$ cat src/rtl/basic_mux_pkg.sv
// Shared types and widths for the project mux and its control block.
package basic_mux_pkg;

    localparam int unsigned MUX_ADDR_W = 5;
    localparam int unsigned MUX_IW_W   = 18;
    localparam int unsigned MUX_OW_W   = 24;

    typedef enum logic [1:0] {
        OFF    = 2'd0,
        SETTLE = 2'd1,
        ON     = 2'd2
    } mux_ctrl_state_t;

endpackage

$ cat src/rtl/basic_mux_ctrl_sync_ff.sv
// Single-bit multi-flop synchroniser for slow asynchronous pin inputs.
module sync_ff #(
    parameter int unsigned STAGES = 2
) (
    input  logic clk,
    input  logic rst,
    input  logic d,
    output logic q
);

    logic [STAGES-1:0] chain;

    always_ff @(posedge clk) begin
        if (rst) begin
            chain <= '0;
        end else begin
            chain <= {chain[STAGES-2:0], d};
        end
    end

    assign q = chain[STAGES-1];

endmodule

$ cat src/rtl/basic_mux_ctrl.sv
// Mux address/enable controller: synchronised increment counter with
// break-before-make enable sequencing.
module basic_mux_ctrl
    import basic_mux_pkg::*;
#(
    parameter int unsigned NUM_PROJECTS  = 24,
    parameter int unsigned SYNC_STAGES   = 2,
    parameter int unsigned SETTLE_CYCLES = 4
) (
    input  logic                  clk,
    input  logic                  rst,
    input  logic                  sel_inc_in,
    input  logic                  sel_rst_in,
    input  logic                  ena_in,
    output logic [MUX_ADDR_W-1:0] addr,
    output logic                  ena,
    output logic                  settling,
    output logic                  addr_valid
);

    localparam int unsigned CNT_W = (SETTLE_CYCLES > 1) ? $clog2(SETTLE_CYCLES) : 1;
    localparam logic [CNT_W-1:0] CNT_LOAD = CNT_W'(SETTLE_CYCLES - 1);

    logic inc_s;
    logic rst_s;
    logic en_s;
    logic inc_prev;
    logic inc_evt;
    logic inc_pend;

    logic [CNT_W-1:0] cnt;
    logic [CNT_W-1:0] cnt_next;
    mux_ctrl_state_t  state;
    mux_ctrl_state_t  state_next;

    sync_ff #(.STAGES(SYNC_STAGES)) u_sync_inc (
        .clk (clk),
        .rst (rst),
        .d   (sel_inc_in),
        .q   (inc_s)
    );

    sync_ff #(.STAGES(SYNC_STAGES)) u_sync_rst (
        .clk (clk),
        .rst (rst),
        .d   (sel_rst_in),
        .q   (rst_s)
    );

    sync_ff #(.STAGES(SYNC_STAGES)) u_sync_en (
        .clk (clk),
        .rst (rst),
        .d   (ena_in),
        .q   (en_s)
    );

    assign inc_evt    = inc_s && !inc_prev;
    assign addr_valid = (32'(addr) < NUM_PROJECTS);

    // Next-state and settle counter; an increment always routes through SETTLE
    // so ena is low before the address moves.
    always_comb begin
        state_next = state;
        cnt_next   = cnt;
        case (state)
            OFF: begin
                if (en_s && !rst_s && addr_valid && !inc_pend) begin
                    state_next = SETTLE;
                    cnt_next   = CNT_LOAD;
                end
            end
            SETTLE: begin
                if (!en_s || rst_s || !addr_valid) begin
                    state_next = OFF;
                end else if (inc_evt || inc_pend) begin
                    cnt_next = CNT_LOAD;
                end else if (cnt == '0) begin
                    state_next = ON;
                end else begin
                    cnt_next = cnt - CNT_W'(1);
                end
            end
            ON: begin
                if (!en_s || rst_s) begin
                    state_next = OFF;
                end else if (inc_evt) begin
                    state_next = SETTLE;
                    cnt_next   = CNT_LOAD;
                end
            end
            default: begin
                state_next = OFF;
            end
        endcase
        if (rst_s) begin
            state_next = OFF;
        end
    end

    // State, counter, address and registered outputs.
    always_ff @(posedge clk) begin
        if (rst) begin
            state    <= OFF;
            cnt      <= '0;
            ena      <= 1'b0;
            settling <= 1'b0;
            inc_prev <= 1'b0;
            inc_pend <= 1'b0;
            addr     <= '0;
        end else begin
            state    <= state_next;
            cnt      <= cnt_next;
            ena      <= (state_next == ON);
            settling <= (state_next == SETTLE);
            inc_prev <= inc_s;
            if (rst_s) begin
                addr     <= '0;
                inc_pend <= 1'b0;
            end else begin
                if (inc_pend) begin
                    addr <= addr + MUX_ADDR_W'(1);
                end
                inc_pend <= inc_evt;
            end
        end
    end

endmodule

$ cat config.mk
export PLATFORM = sky130hd
export DESIGN_NAME = basic_mux_ctrl
export DESIGN_NICKNAME = d
export VERILOG_FILES = /design/src/rtl/basic_mux_pkg.sv /design/src/rtl/basic_mux_ctrl_sync_ff.sv /design/src/rtl/basic_mux_ctrl.sv
export SDC_FILE = /design/constraint.sdc
export NUM_CORES = 1
export LEC_CHECK = 0
export CAP_MARGIN = 25
export CORE_MARGIN = 4
export CORE_UTILIZATION = 45
export CTS_BUF_LIST = sky130_fd_sc_hd__clkbuf_4 sky130_fd_sc_hd__clkbuf_8
export DETAILED_ROUTE_END_ITERATION = 8
export HOLD_SLACK_MARGIN = 0.15
export PLACE_DENSITY_LB_ADDON = 0.08
export SYNTH_ARGS = -nofsm -noshare
export SYNTH_HDL_FRONTEND = slang
export SYNTH_SLANG_ARGS = --single-unit
$ cat constraint.sdc
create_clock -name clk -period 2.8 [get_ports clk]
set_input_delay 0.56 -clock clk [delete_from_list [all_inputs] [get_ports clk]]
set_output_delay 0.56 -clock clk [all_outputs]
set_load 0.02 [all_outputs]
==> summary.md <==
| Metric | Value |
|---|---|
| Run status | `finished clean` |
| Diodes inserted | `0` |
| Fin Setup TNS | `0 ns` |
| Number of port buffers | `12` |
| Chip Height | `48.6 µm` |
| CTS Hold Bufs | `0` |
| CTS Sinks | `19` |
| 1st-pass router iterations | `3` |
| PwrDens | `506 mW/mm²` |
| Unrepaired setup endpoints after global routing | `false` |
| Crit path launch | `addr[3]` |
| Initial Util | `48.7%` |
| Slew @ Worst Pin | `0.351 ns` |
| GRT overflow | `0` |
| Area after DPL | `867 µm²` |
| Comb pwr share | `6.8%` |
| R2r setup slk | `1.38 ns` |
| Sequential power share | `62.1%` |
| Cell variety after synth | `28` |
| Root buffer cell | `clkbuf_4` |
| EDFF count, synth | `0` |
| Slew headroom | `76.4%` |
| CTS tree | `built` |
| Worst Path Buf+Inv | `1` |
| Clk_lat worst skew | `0.28 ns` |
| Final hold vios | `0` |
| Post-synth top cells | `dfxtp_1 (19), nor2b_1 (9), nor2_1 (6), nand2_1 (4)` |
| Final critical-path share of the clock period | `67.8%` |
| Synth warn | `0` |
| Yosys top cell by area | `dfxtp_1` |
| Proportion of layout cells with a drive suffix above 1 | `11.8%` |
| Final RePlAce weighted congestion | `0.775` |
| Nets | `93` |
| Final setup fails | `0` |
| Top-Level Pins | `13` |
| Worst vdd ir | `0.354 mV` |
| P_leak | `0.317 nW` |
| Initial detailed-routing violation count | `4` |
| Htree depth | `1` |
| GRT Total Usage | `10.6%` |
| Arrival @ worst endpoint | `1.34 ns` |
| Vias in the first global route | `515` |
| Synthesized flop and latch total | `19` |
| Ys flop type | `dfxtp_1` |
| Die X-Extent | `48.6 µm` |
| Wire per inst | `11.3 µm` |
| Initial antenna violation count | `0` |
| Critical Path RT | `2.24 ns` |
| Final slew viol count | `0` |
| Hold WS | `0.446 ns` |
| Ys async rst share | `0%` |
| DP HPWL | `849 µm` |
| Rows | `14` |
| Area share of the leading cell type in the synthesized netlist | `51.3%` |
| Most common cell in the synthesized netlist | `dfxtp_1` |
| Largest net degree at the start of global routing | `11` |
| Worst-path fanout max | `5` |
| CP endpoint kind | `output port` |
| Reg2reg start | `state[1]` |
| Layout area overhead | `20.9%` |
| Critical path class | `reg2out` |
| Post-CTS setup buffer count | `0` |
| Achievable frequency | `526 MHz` |
| Clk_skew | `0.00189 ns` |
| Slowest CP cell | `clkdlybuf4s50_1` |
| Syn Nets | `78` |
| Switching share of power | `20.8%` |
| Synthesized area per cell | `10.5 µm²` |
| NetSw | `0.0000947 W` |
| Total CTS buffers | `3` |
| CTS max path bufs | `2` |
| Max-cap violations | `0` |
| P_int | `0.000360 W` |
| Worst hold start | `u_sync_rst.chain[0]` |
| Mapped Area | `742 µm²` |
| Period minus WS final | `1.90 ns` |
| Die area | `0.00236 mm²` |
| Seq/Total Area, Yosys | `51.3%` |
| Setup crit start kind | `flop` |
| Final Cell Area | `897 µm²` |
| Top delay family on crit path | `buffers and inverters` |
| Post-route ant nets | `0` |
| Post-Place Cells | `97` |
| Drt drc | `0` |
| Synth top area cells | `dfxtp_1 (51%), nor2b_1 (7.6%), xor2_1 (3.5%)` |
| Synth Instances | `71` |
| Clock power frac | `31.1%` |
| Resize count post-CTS | `0` |
| Final non-filler cell total | `101` |
| CP cell instances | `clkdlybuf4s50_1` |
| Largest stage delay, worst path | `0.64 ns` |
| Via count | `513` |
| DR vias/cell | `5.08` |
| Worst Hold Class | `reg2reg` |
| Clock transition at path regs | `0.10 ns` |
| First-pass GRT wire length | `2.04 mm` |
| Core area | `0.00152 mm²` |
| Drt total wl | `1.15 mm` |
## path summary, 6_finish.rpt
check,to,cells past startpoint
hold / removal,u_sync_rst.chain[1],1
hold reg to reg,u_sync_rst.chain[1],1
setup / recovery,addr[3],1
setup reg to reg,cnt[0],4
## per-stage QoR
stage                     setup slack [ns]  total power (W)  utilization, %
after floorplan                       1.50         0.000308               -
after global placement               0.864         0.000319            56.9
after detailed placement             0.848         0.000320            56.9
after CTS                            0.877         0.000464            58.9
after global routing                 0.828         0.000479            58.9
final                                0.900         0.000454            58.9
## registers in the layout, indices dropped and copies added, names as in the netlist
signal            cells
inc_pend              1
u_sync_rst.chain      2
ena                   1
u_sync_en.chain       2
u_sync_inc.chain      2
cnt                   2
inc_prev              1
state                 2
addr                  5
settling              1
## cell families after synthesis
family,share of synthesized area (%)
muxes,1.35
and+or+nand+nor,29.2
buffers and inverters,3.04
adders and majority gates,3.37
DFF,51.3
AOI/OAI and AO/OA,7.08
xor gates and xnor gates,4.72
## final cells by class
type	instances	area [µm²]
well taps	16	20.0
inverters	2	7.51
multi-input cells	48	339
fillers	144	627
flip-flops and latches	19	380
clock buffers	4	30.0
repair buffers	12	120
## metal layers
metal | track usage, % | share of wire (%)
met2 | 17.0 | 47
met4 | 3.14 | 0
met1 | 13.2 | 48
met3 | 3.68 | 4.3
met5 | 0 | 0
## layout by cell type (no fill, tap or decap), types with 2 or more instances in the layout
| cell type | n |
|---|---|
| ha_1 | 2 |
| dfxtp_1 | 19 |
| clkdlybuf4s50_1 | 12 |
| a221oi_1 | 2 |
| nand2_1 | 4 |
| nand4b_1 | 2 |
| clkbuf_4 | 4 |
| nor2b_1 | 9 |
| nor2_1 | 6 |
| xor2_1 | 3 |
| inv_1 | 2 |
| nor3_1 | 3 |
| nand4_1 | 2 |
## power by group through the flow
stage,sequential (W),clock (W),combinational [W]
after floorplan,0.000288,0,0.0000200
after global placement,0.000288,0,0.0000308
after detailed placement,0.000288,0,0.0000314
after CTS,0.000282,0.000150,0.0000315
after global routing,0.000283,0.000162,0.0000342
final,0.000282,0.000141,0.0000311
No activity file was read; power rests on OpenSTA's default activity.
